**src/rtl/rom_burst_pkg.sv**
```systemverilog
// Shared types and helpers for the burst-reading ROM.
package rom_burst_pkg;

    typedef enum logic {
        IDLE = 1'b0,
        READ = 1'b1
    } state_e;

    // LSB position of word idx inside the flat CONTENTS vector.
    function automatic int word_lsb(int idx, int width);
        return idx * width;
    endfunction

    // True when a word address falls outside the populated ROM.
    function automatic logic addr_oob(int addr, int depth);
        return addr >= depth;
    endfunction

endpackage

```
**src/rtl/rom_burst_lookup.sv**
```systemverilog
// Combinational ROM lookup: word address -> stored word plus out-of-range flag.
// Addresses beyond DEPTH read back as zero.
module rom_burst_lookup
    import rom_burst_pkg::*;
#(
    parameter int                            DATA_WIDTH = 9,
    parameter int                            DEPTH      = 5,
    parameter logic [DEPTH*DATA_WIDTH-1:0]   CONTENTS   = '0
) (
    input  logic [$clog2(DEPTH)-1:0] addr_i,
    output logic [DATA_WIDTH-1:0]    data_o,
    output logic                     oor_o
);

    localparam int ADDR_WIDTH = $clog2(DEPTH);
    localparam int SLOTS      = 2 ** ADDR_WIDTH;

    logic [DATA_WIDTH-1:0] rom [SLOTS];

    // Unpack CONTENTS into a full power-of-two table, zero-filling the unused tail.
    for (genvar i = 0; i < SLOTS; i++) begin : g_rom
        if (i < DEPTH) begin : g_word
            assign rom[i] = CONTENTS[word_lsb(i, DATA_WIDTH) +: DATA_WIDTH];
        end else begin : g_pad
            assign rom[i] = '0;
        end
    end

    assign data_o = rom[addr_i];
    assign oor_o  = addr_oob(int'(addr_i), DEPTH);

endmodule

```
**src/rtl/rom_burst_reader.sv**
```systemverilog
// Burst reader over a constant ROM: accepts (addr, len, wrap) requests and
// streams one registered word per cycle with backpressure and a last marker.
module rom_burst_reader
    import rom_burst_pkg::*;
#(
    parameter int                            DATA_WIDTH = 9,
    parameter int                            DEPTH      = 5,
    parameter int                            ADDR_WIDTH = $clog2(DEPTH),
    parameter int                            LEN_WIDTH  = 4,
    parameter logic [DEPTH*DATA_WIDTH-1:0]   CONTENTS   = '0
) (
    input  logic                  clk,
    input  logic                  rst_b,
    input  logic                  req_valid,
    output logic                  req_ready,
    input  logic [ADDR_WIDTH-1:0] req_addr,
    input  logic [LEN_WIDTH-1:0]  req_len,
    input  logic                  req_wrap,
    output logic                  rsp_valid,
    input  logic                  rsp_ready,
    output logic [DATA_WIDTH-1:0] rsp_data,
    output logic                  rsp_last,
    output logic                  rsp_err,
    output logic                  busy
);

    localparam logic [ADDR_WIDTH-1:0] LAST_ADDR = ADDR_WIDTH'(DEPTH - 1);

    state_e                  state_q;
    logic                    ready_en_q;
    logic [ADDR_WIDTH-1:0]   ptr_q, ptr_d;
    logic [LEN_WIDTH-1:0]    rem_q;
    logic                    wrap_q;
    logic                    oob_q, oob_d;
    logic                    rsp_valid_q, rsp_last_q, rsp_err_q;
    logic [DATA_WIDTH-1:0]   rsp_data_q;

    logic [DATA_WIDTH-1:0]   rom_word;
    logic                    rom_oor;
    logic                    word_err;
    logic                    advance;
    logic                    accept;

    rom_burst_lookup #(
        .DATA_WIDTH (DATA_WIDTH),
        .DEPTH      (DEPTH),
        .CONTENTS   (CONTENTS)
    ) u_lookup (
        .addr_i (ptr_q),
        .data_o (rom_word),
        .oor_o  (rom_oor)
    );

    // Output register may load when empty or when its word is being taken.
    assign advance  = !rsp_valid_q || rsp_ready;
    assign word_err = oob_q || rom_oor;
    // Last-word cycle doubles as an accept slot so bursts chain without a bubble.
    assign req_ready = ready_en_q &&
                       ((state_q == IDLE) || ((rem_q == '0) && advance));
    assign accept    = req_valid && req_ready;

    // Next pointer: wrap to 0 or, in linear mode, run off the end and go sticky-oob.
    always_comb begin
        ptr_d = ptr_q + ADDR_WIDTH'(1);
        oob_d = oob_q;
        if (ptr_q == LAST_ADDR) begin
            if (wrap_q) ptr_d = '0;
            else        oob_d = 1'b1;
        end
    end

    // FSM, burst bookkeeping and the registered response stage.
    always_ff @(posedge clk or negedge rst_b) begin
        if (!rst_b) begin
            state_q     <= IDLE;
            ready_en_q  <= 1'b0;
            ptr_q       <= '0;
            rem_q       <= '0;
            wrap_q      <= 1'b0;
            oob_q       <= 1'b0;
            rsp_valid_q <= 1'b0;
            rsp_data_q  <= '0;
            rsp_last_q  <= 1'b0;
            rsp_err_q   <= 1'b0;
        end else begin
            ready_en_q <= 1'b1;
            if (advance) rsp_valid_q <= 1'b0;

            if (state_q == READ && advance) begin
                rsp_valid_q <= 1'b1;
                rsp_data_q  <= word_err ? '0 : rom_word;
                rsp_err_q   <= word_err;
                rsp_last_q  <= (rem_q == '0);
                if (rem_q != '0) begin
                    rem_q <= rem_q - LEN_WIDTH'(1);
                    ptr_q <= ptr_d;
                    oob_q <= oob_d;
                end else begin
                    state_q <= IDLE;
                end
            end

            // A new burst overrides the IDLE transition above.
            if (accept) begin
                state_q <= READ;
                ptr_q   <= req_addr;
                rem_q   <= req_len;
                wrap_q  <= req_wrap;
                oob_q   <= addr_oob(int'(req_addr), DEPTH);
            end
        end
    end

    assign rsp_valid = rsp_valid_q;
    assign rsp_data  = rsp_data_q;
    assign rsp_last  = rsp_last_q;
    assign rsp_err   = rsp_err_q;
    assign busy      = (state_q == READ);

endmodule
```
**config.mk**
```make
export PLATFORM = sky130hd
export DESIGN_NAME = rom_burst_reader
export DESIGN_NICKNAME = d
export VERILOG_FILES = /design/src/rtl/rom_burst_pkg.sv /design/src/rtl/rom_burst_lookup.sv /design/src/rtl/rom_burst_reader.sv
export SDC_FILE = /design/constraint.sdc
export NUM_CORES = 1
export LEC_CHECK = 0
export ABC_AREA = 1
export BUFFER_PORTS_ARGS = -buffer_cell sky130_fd_sc_hd__buf_4
export CORE_MARGIN = 4
export CORE_UTILIZATION = 52
export CTS_BUF_LIST = sky130_fd_sc_hd__clkbuf_8
export CTS_CLUSTER_DIAMETER = 80
export DETAILED_ROUTE_END_ITERATION = 7
export GPL_ROUTABILITY_DRIVEN = 0
export HOLD_SLACK_MARGIN = 0.02
export PLACE_DENSITY = 0.8
export SLEW_MARGIN = 10
export SYNTH_ARGS = -nofsm -noshare
export SYNTH_HDL_FRONTEND = slang
export SYNTH_SLANG_ARGS = --single-unit
```
**constraint.sdc**
```tcl
create_clock -name clk -period 1.7 [get_ports clk]
set_input_delay 0.34 -clock clk [delete_from_list [all_inputs] [get_ports clk]]
set_output_delay 0.34 -clock clk [all_outputs]
set_load 0.03 [all_outputs]
```
Word-level counts from Yosys, hierarchy flattened. Memory sizes are Yosys's and may differ from the RTL's. Cells that the tools add are included.

Equality and inequality tests: 3. Bitwise logic cells: 2. Reductions and logical operators: 17. Add/subtract/negate cells: 2. Order comparisons: 3. Multiplexer cells: 21.

Operators by type and width (count): 2-to-1 mux 9 bit (3); 2-to-1 mux 3 bit (5); 2-to-1 mux 4 bit (3); 2-to-1 mux 1 bit (10); nonzero test 2 bit (4); >= comparator 3 bit, second input constant (2); >= comparator 4 bit, second input constant (1); logical AND 1 bit (4); zero test 4 bit (1); inverter 3 -> 4 bit (1); AND reduction 2 bit (2); AND reduction 4 bit (1); nonzero test 4 bit (1); subtractor 4 x 1 -> 4 bit, second input constant (1); adder 3 x 1 -> 3 bit, second input constant (1); == test 3 bit, second input constant (1); logical OR 1 bit (3); != test 2 x 1 -> 1 bit, second input constant (1); != test 2 bit, second input constant (1); zero test 1 bit (1); inverter 1 bit (1).

Bits of input ports: 12. Memories: 1. Bits in registers: 23. Bits in read-only memories: 72.

Memory list: (no name shown) (words 8, bits a word 9, rd ports 1, clocked after Yosys merged registers in 0, write ports 0, RTL line rom_burst_lookup.sv:29) `assign data_o = rom[addr_i];`.

Depth between registers and ports, before layout. Gate-level depths: netlist of the first run.

Depth in word-level cells: 8. Mapped depth: 10. Gate-level depth less buffers: 10.

Hierarchy. Synthesis of the first run repeated with hierarchy kept, for this count alone.

Cells, all modules: 137. Area, all modules: 1209.9 µm².

Modules (own cells, without submodules): rom_burst_reader (instances 1, area an instance 1127.3 µm², cells each 124); rom_burst_lookup (instances 1, area an instance 82.6 µm², cells each 13).

Worst setup path before layout of the first run. Ideal clock, no wire load.

Path type: register to output. Start: reg rem_q[0]. End: out req_ready. Buffers on the path: 0. Stages on the path, launching flop included: 6. Arrival time: 1.062 ns. Path slack: 0.298 ns. Cells stage by stage: dfrtp_1 > inv_1 > ha_1 > nand3_2 > nand2_4 > and2_2.

Word-level cells in the longest chain between the ends: 4.

Ends and longest elaborated chain: from (decl) (RTL line rom_burst_reader.sv:32) `logic [LEN_WIDTH-1:0] rem_q;`; from (signal assigned) (RTL line rom_burst_reader.sv:95) `rem_q <= rem_q - LEN_WIDTH'(1);`; from (signal assigned) (RTL line rom_burst_reader.sv:107) `rem_q <= req_len;`; zero test 4 bit (RTL line rom_burst_reader.sv:59) `((state_q == IDLE) || ((rem_q == '0) && advance));`; logical AND 1 bit (RTL line rom_burst_reader.sv:59); logical OR 1 bit (RTL line rom_burst_reader.sv:59); logical AND 1 bit (RTL line rom_burst_reader.sv:58) `assign req_ready = ready_en_q &&`; to (decl) (RTL line rom_burst_reader.sv:15) `output logic req_ready,`.

No other way between the ends.

Final worst setup path of the first run. Ends and elaborated chain as after synthesis.

==> results of run 1 <==
-- layout by cell type, fill, tap and decap left out, types with 2 or more instances in the layout --
master / synthesis / layout
sky130_fd_sc_hd__buf_4: 9 / 19
sky130_fd_sc_hd__nand2_1: 27 / 27
sky130_fd_sc_hd__nor2_1: 6 / 6
sky130_fd_sc_hd__nand3_2: 2 / 2
sky130_fd_sc_hd__inv_1: 9 / 7
sky130_fd_sc_hd__inv_2: 3 / 5
sky130_fd_sc_hd__nand2_2: 3 / 3
sky130_fd_sc_hd__ha_1: 4 / 3
sky130_fd_sc_hd__xor2_1: 3 / 3
sky130_fd_sc_hd__conb_1: 2 / 10
sky130_fd_sc_hd__clkbuf_8: 0 / 4
sky130_fd_sc_hd__nand4_1: 2 / 2
sky130_fd_sc_hd__nand3_1: 13 / 13
sky130_fd_sc_hd__dfrtp_1: 14 / 13
-- layer usage --
| metal | GRT usage [%] | vias to the layer above | routed length, um |
|---|---|---|---|
| met5 | 0 | - | 0 |
| li1 | - | 363 | - |
| met4 | 13.00 | 0 | 67 |
| met3 | 3.976 | 7 | 112 |
| met2 | 26.09 | 25 | 879 |
| met1 | 18.04 | 335 | 794 |
-- worst register-to-register path, stage by stage (launching register included) --
cell and delay (ns):
sky130_fd_sc_hd__dfrtp_1 0.40, sky130_fd_sc_hd__inv_2 0.08, sky130_fd_sc_hd__ha_4 0.14, sky130_fd_sc_hd__nand3_2 0.09, sky130_fd_sc_hd__nand2_4 0.08, sky130_fd_sc_hd__buf_4 0.12, sky130_fd_sc_hd__nand3_4 0.15, sky130_fd_sc_hd__inv_2 0.18
sky130_fd_sc_hd__nand2_1 0.07, sky130_fd_sc_hd__nand2_1 0.06, sky130_fd_sc_hd__inv_1 0.04
-- path summary, 6_finish.rpt --
check	from	end	slack, ns
max	rem_q[0]	req_ready	0.04
min	req_len[0]	rem_q[0]	0.28
max reg2reg	rem_q[0]	oob_q	0.16
min reg2reg	wrap_q	wrap_q	0.53
max in group asynchronous	rst_b	rem_q[2]	1.04
min in group asynchronous	rst_b	rem_q[3]	0.47
-- kinds of logic (layout without fill, tap and decap cells) --
| family | Yosys count | count (layout) | share of synthesized area [%] |
|---|---|---|---|
| buffers and inverters | 22 | 37 | 14.22 |
| other | 2 | 10 | 0.8624 |
| DFF | 14 | 14 | 40.23 |
| adders and majority gates | 4 | 4 | 5.747 |
| xor gates and xnor gates | 3 | 3 | 3.018 |
| and+or+nand+nor | 59 | 59 | 33.77 |
| AOI/OAI and AO/OA | 3 | 3 | 2.155 |
-- flip-flops by register name, indices dropped and copies added, names as in the netlist --
register / count
busy: 1
oob_q: 1
ptr_q: 3
ready_en_q: 1
rem_q: 4
rsp_err: 1
rsp_last: 1
rsp_valid: 1
wrap_q: 1
-- stage by stage --
step	hold slack (ns)	worst slack (ns)	power, W
after floorplan	0.04441	0.2979	0.001373
after global placement	0.1981	0.2336	0.001564
after detailed placement	0.2025	0.2018	0.001612
after CTS	0.2810	0.004174	0.002032
after global routing	0.3050	-0.01891	0.002240
final	0.2836	0.04009	0.002078
-- cell usage after synthesis --
cell type,n,area (um2)
sky130_fd_sc_hd__nand3_1,13,65.06
sky130_fd_sc_hd__buf_4,9,67.56
sky130_fd_sc_hd__nand2_1,27,101.4
sky130_fd_sc_hd__nand3_4,1,17.52
sky130_fd_sc_hd__xor2_1,3,26.28
sky130_fd_sc_hd__nor3_1,1,5.000
sky130_fd_sc_hd__ha_1,4,50.05
sky130_fd_sc_hd__and2_2,1,7.510
sky130_fd_sc_hd__nor2_1,6,22.52
sky130_fd_sc_hd__a31oi_1,1,6.260
sky130_fd_sc_hd__buf_6,1,11.26
sky130_fd_sc_hd__o31ai_1,1,7.510
sky130_fd_sc_hd__dfrtp_1,14,350.3
sky130_fd_sc_hd__or2_1,1,6.260
sky130_fd_sc_hd__inv_1,9,33.78
sky130_fd_sc_hd__nand4_1,2,12.51
sky130_fd_sc_hd__nand3_2,2,20.02
sky130_fd_sc_hd__inv_2,3,11.26
sky130_fd_sc_hd__nand2_2,3,18.77
sky130_fd_sc_hd__o21ai_0,1,5.000
sky130_fd_sc_hd__conb_1,2,7.510
sky130_fd_sc_hd__nand2_4,1,11.26
sky130_fd_sc_hd__nor2_2,1,6.260
-- cell type report --
| type | instances | area [um2] | share of cell area, % |
|---|---|---|---|
| clock buffers | 4 | 55.05 | 5.122 |
| flip-flops and latches | 14 | 351.6 | 32.71 |
| inverters | 12 | 45.04 | 4.191 |
| multi-input cells | 79 | 439.2 | 40.86 |
| repair buffers | 21 | 163.9 | 15.25 |
| well taps | 16 | 20.02 | 1.863 |
-- repair_timing --
item,4_1_cts,5_1_grt
hold endpoints to repair,14,0
endpoints found under the setup margin,1,1
buffers inserted,2,2
pin swaps,1,1
hold buffers,1,0
resized for setup,4,2
-- where the power goes --
group | internal, W | switching, W
Clock | 0.000206 | 0.000129
Sequential | 0.000494 | 0.000151
Combinational | 0.000450 | 0.000649
Total | 0.00115 | 0.000928
==> key figures, run 1 <==
Power
  • IR drop worst, VDD: 1.293 mV
  • Leak Pwr: 0.5812 nW
  • P per Cell Area: 1933 nW/um2

Floorplanning
  • Floorplan core area: 1541 um2
  • I/O pins: 26
  • Die Footprint: 2393 um2
  • Horiz. Die Dim: 48.92 um
  • Initial Util: a little under three fifths
  • Standard-cell row count: 14
  • Vertical die dimension: 48.92 um

Routing
  • Average wire per cell in the routed design: 12.68 um
  • Routed vias/inst: 5.000
  • Remaining DRCs: 0
  • Antenna Nets Post-Route: 0
  • Detailed Route Iter0 Violations: 21
  • Via count of the routed design: 730
  • Final routed wirelength across all metal layers: 1852 um
  • Number of iterations in the first detailed-routing pass: 4

GRT
  • Antenna violations before repair: 0
  • Largest net degree at the start of global routing: 15
  • Global-route wire length before repair: a little over 3000 um
  • Tot GR Track Use: between 10% and 20%
  • Via count of the first global-routing pass: 719
  • Grt ovf: 0

Layout
  • Inserted Diodes: 0
  • Count of non-filler cells in the finished layout: 146
  • Layout Area Growth over Synthesis: 23.42%
  • # fillers: about 130
  • Number of nets in the layout: 147
  • Core occupancy in the finished layout: around 70%
  • Ratio of cells with drive above 1 in the final layout: 30.77%
  • Cell area after layout: roughly 1100 um2

Setup path
  • CP Depth: 6
  • Type of the setup path with the least slack: flip-flop to output port
  • Cell class contributing the biggest share of worst-path delay: flip-flops
  • Buf/Inv on CP: 2
  • Slowest Stage Delay on Critical Path: 0.40 ns
  • Arrival @ worst endpoint: between 1 and 1.5 ns
  • Number of cell instances on the worst register-to-register path: 10
  • Critical Path Sink Type: output port
  • Max stage delay cell, worst path: sky130_fd_sc_hd__dfrtp_1
  • CP Launch Type: flip-flop
  • CP cell instances: inv_2 -> ha_4 -> nand3_2 -> nand2_4 -> and2_2 -> buf_6
  • Largest fanout of any net on the critical path: 3
  • Req. time, crit path: 1.36 ns

Yosys
  • Synthesis-stage register bit count: 14
  • Cell count after synthesis: about 110
  • Synthesis Warnings: 0
  • Unique cell type count in the Yosys netlist: 23
  • Mapped Area: 870.8 um2
  • Average instance area after synthesis: approximately 8 um2
  • Sequential fraction of the synthesis area: 40.23%

Clocking
  • Clock input transition at the sequential cells of the worst setup and hold paths: 0.06 ns
  • Root cell of the clock tree: sky130_fd_sc_hd__clkbuf_8
  • Clock sink total: 14
  • H-tree level count: 1
  • CTS max path bufs: 2
  • TritonCTS Buffers: 3
  • Clock insertion delay at the later pin of the skew report: 0.25 ns
  • TritonCTS clock tree: done

STA
  • Setup total negative slack: 0 ns
  • Maximum achievable frequency: 602.4 MHz
  • Number of failing setup endpoints in the final timing report: 0
  • Final hold vios: 0
  • Crit path time final: 1.660 ns
  • Final max-slew violation count: 0
  • Final cycle utilization of the critical path: 97.64%
  • Clock Skews: between 0.002 and 0.0025 ns

Place
  • Placement-stage cell area: 962.2 um2
  • Number of buffers added on ports: 16
  • HPWL after detailed placement: 1305 um
  • Count of placed standard cells including taps: around 140

Job
  • Max-capacitance violation count: 0

Status
  • Outcome: complete, no violations

Worst hold path
  • Worst hold path class: input pin to flip-flop
  • Worst hold path depth: 3
(Power assumes the default switching activity.)
==> run 2, diff against run 1 <==
--- a/config.mk
+++ b/config.mk
@@ -8,13 +8,12 @@
 export ABC_AREA = 1
 export BUFFER_PORTS_ARGS = -buffer_cell sky130_fd_sc_hd__buf_4
 export CORE_MARGIN = 4
-export CORE_UTILIZATION = 52
+export CORE_UTILIZATION = 35
 export CTS_BUF_LIST = sky130_fd_sc_hd__clkbuf_8
 export CTS_CLUSTER_DIAMETER = 80
 export DETAILED_ROUTE_END_ITERATION = 7
 export GPL_ROUTABILITY_DRIVEN = 0
 export HOLD_SLACK_MARGIN = 0.02
-export PLACE_DENSITY = 0.8
 export SLEW_MARGIN = 10
 export SYNTH_ARGS = -nofsm -noshare
 export SYNTH_HDL_FRONTEND = slang
==> key figures, run 2 (synthesis results as in run 1) <==
Routing
  • Antenna Nets Post-Route: 0 (unchanged)
  • Amount of wire on met3 after detailed routing: 147 um (+31%)
  • Routed vias/inst: 4.673 (-6.5%)
  • Detailed Route Iter0 Violations: 11 (-48%)
  • Average wire per cell in the routed design: 11.36 um (-10%)
  • Remaining DRCs: 0 (unchanged)
  • Via count of the routed design: 729 (-0.14%)
  • Final routed wirelength across all metal layers: 1772 um (-4.3%)
  • Highest routed layer: met4
  • Wire length on met2: 765 um (-13%)
  • Routed metal-1 wirelength: 844 um (+6.3%)
  • Number of iterations in the first detailed-routing pass: 4 (unchanged)

STA
  • Setup repair after global routing missed its margin: true
  • Final max-slew violation count: 0 (unchanged)
  • Final hold vios: 0 (unchanged)
  • Final cycle utilization of the critical path: 97.61% (about the same)
  • Number of failing setup endpoints in the final timing report: 0 (unchanged)
  • Clock Skews: 0.003737 ns (+0.001697 ns)
  • Crit path time final: 1.659 ns (-0.0005699 ns)
  • Final setup slack of the worst path: 0.04066 ns (+0.0005699 ns)
  • Maximum achievable frequency: 602.6 MHz (about the same)

Layout
  • Number of nets in the layout: 146 (-0.68%)
  • Count of non-filler cells in the finished layout: 156 (+6.8%)
  • Inserted Diodes: 0 (unchanged)
  • Flip-flop count of the largest register after layout: 4 (unchanged)
  • Largest regs: rem_q (4), ptr_q (3)
  • Ratio of cells with drive above 1 in the final layout: 28.91% (-1.9 points)
  • Layout Area Growth over Synthesis: 23.56%
  • Register with the highest flop count: rem_q
  • Most common cell after layout, fill and taps aside: sky130_fd_sc_hd__nand2_1
  • Commonest cells after routing, fill and taps aside: sky130_fd_sc_hd__nand2_1 (27), sky130_fd_sc_hd__buf_4 (18), sky130_fd_sc_hd__dfrtp_1 (14)

GRT
  • Global-route wire length before repair: 2960 um (-3.8%)
  • Via count of the first global-routing pass: 629 (-13%)
  • Antenna violations before repair: 0 (unchanged)
  • Tot GR Track Use: 11.61% (-4.7 points)
  • Largest net degree at the start of global routing: 15 (unchanged)
  • Grt ovf: 0 (unchanged)

Setup path
  • Arrival @ worst endpoint: 1.32 ns (about the same)
  • Largest fanout of any net on the critical path: 3 (unchanged)
  • CP cell instances: inv_2 -> ha_4 -> nand3_4 -> nand2_4 -> and2_4 -> buf_6
  • Buf/Inv on CP: 2 (unchanged)
  • Req. time, crit path: 1.36 ns (about the same)
  • Cell class contributing the biggest share of worst-path delay: flip-flops
  • Critical Path Sink Type: output port
  • Type of the setup path with the least slack: flip-flop to output port
  • Max stage delay cell, worst path: sky130_fd_sc_hd__dfrtp_1
  • CP Launch Type: flip-flop
  • Slowest Stage Delay on Critical Path: 0.40 ns (about the same)

Place
  • HPWL after detailed placement: 1292 um (-1.0%)
  • Pre-CTS setup slack: 0.1972 ns (-0.004598 ns)
  • Count of placed standard cells including taps: 149 (+8.8%)
  • Number of buffers added on ports: 16 (unchanged)

Power
  • Clock Power Share: 13.4% (-2.7 points)
  • Reg power frac: 31.9% (+0.9 points)
  • IR drop worst, VDD: 0.9086 mV (-30%)
  • Leak Pwr: 0.5724 nW (-1.5%)
  • Switching component of the power: 0.0009057 W (-2.5%)
  • P per Cell Area: 1862 nW/um2 (-3.7%)
  • Sw Ratio: 45.21% (+0.52 points)
  • Portion of total power attributed to combinational logic: 54.7% (+1.8 points)
  • Internal power contribution: 0.001098 W (-4.5%)

Clocking
  • Clock input transition at the sequential cells of the worst setup and hold paths: 0.06 ns (about the same)
  • H-tree level count: 1 (unchanged)
  • Clock insertion delay at the later pin of the skew report: 0.24 ns (about the same)
  • TritonCTS Buffers: 3 (unchanged)
  • Root cell of the clock tree: sky130_fd_sc_hd__clkbuf_8
  • TritonCTS clock tree: done
  • CTS max path bufs: 2 (unchanged)
  • Clock sink total: 14 (unchanged)

Floorplanning
  • Floorplan core area: 2297 um2 (+49%)
  • Initial Util: 37.91% (-19 points)
  • Standard-cell row count: 17 (+3)
  • Die Footprint: 3350 um2 (+40%)
  • I/O pins: 26 (unchanged)
  • Horiz. Die Dim: 57.88 um (+18%)
  • Vertical die dimension: 57.88 um (+18%)

Worst hold path
  • Worst hold path class: input pin to flip-flop

Job
  • Max-capacitance violation count: 0 (unchanged)

Status
  • Outcome: complete, no violations
-- run 2: cell count changes in the layout (fill, tap and decap cells not counted) --
cell	delta
sky130_fd_sc_hd__dfrtp_2	-1
sky130_fd_sc_hd__clkbuf_8	-1
sky130_fd_sc_hd__nand3_4	+1
sky130_fd_sc_hd__buf_4	-1
sky130_fd_sc_hd__and2_4	+1
sky130_fd_sc_hd__nand3_2	-1
sky130_fd_sc_hd__dfrtp_1	+1
sky130_fd_sc_hd__and2_2	-1
-- run 2: worst register-to-register path, cell delays in order (launching register included) --
cell and delay [ns]:
sky130_fd_sc_hd__dfrtp_1 0.40, sky130_fd_sc_hd__inv_2 0.10, sky130_fd_sc_hd__ha_4 0.16, sky130_fd_sc_hd__nand3_4 0.07
sky130_fd_sc_hd__nand2_4 0.09, sky130_fd_sc_hd__nand3_4 0.16, sky130_fd_sc_hd__inv_2 0.19, sky130_fd_sc_hd__nand2_1 0.07
sky130_fd_sc_hd__nand2_1 0.06, sky130_fd_sc_hd__inv_1 0.03
-- run 2: routing by layer --
metal  track usage [%]  up-vias
met2             17.58       29
met3             4.900        4
met5                 0        -
met4             2.980        0
li1                  -      364
met1             15.22      332
-- run 2: path summary, 6_finish.rpt --
| check | start | end | slack [ns] | depth (start not counted) |
|---|---|---|---|---|
| worst min register to register | rsp_last | rsp_last | 0.52 | 2 |
| worst max-delay path | rem_q[0] | req_ready | 0.04 | 6 |
| max in group asynchronous | rst_b | ptr_q[0] | 1.04 | 2 |
| worst min-delay path | req_wrap | wrap_q | 0.29 | 3 |
| min in group asynchronous | rst_b | rem_q[0] | 0.49 | 2 |
| worst max register to register | rem_q[0] | oob_q | 0.27 | 9 |
-- run 2: final cells by class --
class / count / area [um2]
fillers: 248 / 1221
multi-input cells: 79 / 447.9
flip-flops and latches: 14 / 350.3
repair buffers: 20 / 156.4
inverters: 12 / 45.04
clock buffers: 3 / 41.29
well taps: 28 / 35.03
-- run 2: metrics by stage --
stage	instance area, um2	utilization, %	TNS, ns	hold slack [ns]	total power [W]
CTS	1049	45.64	0	0.2816	0.001940
floorplan	900.9	-	0	0.04441	0.001373
global placement	977.2	42.54	0	0.2036	0.001586
global route	1076	46.84	-0.01561	0.2949	0.002199
finish	1076	46.84	0	0.2864	0.002003
detailed placement	977.2	42.54	0	0.2035	0.001612
-- run 2: what timing repair did --
action / in CTS / in global routing
hold endpoints to repair: 14 / 0
setup endpoints to repair: 1 / 1
hold buffers: 1 / 0
pin swaps: 1 / 3
resized for setup: 4 / 3
buffers inserted: 1 / 2
-- run 2: power by group through the flow --
stage	combinational, W	sequential (W)	clock (W)
2_1_floorplan	0.000677	0.000696	0
3_5_place_dp	0.000972	0.000639	0
6_report	0.00110	0.000638	0.000269
3_3_place_gp	0.000951	0.000635	0
4_1_cts	0.00103	0.000636	0.000276
5_1_grt	0.00124	0.000666	0.000296
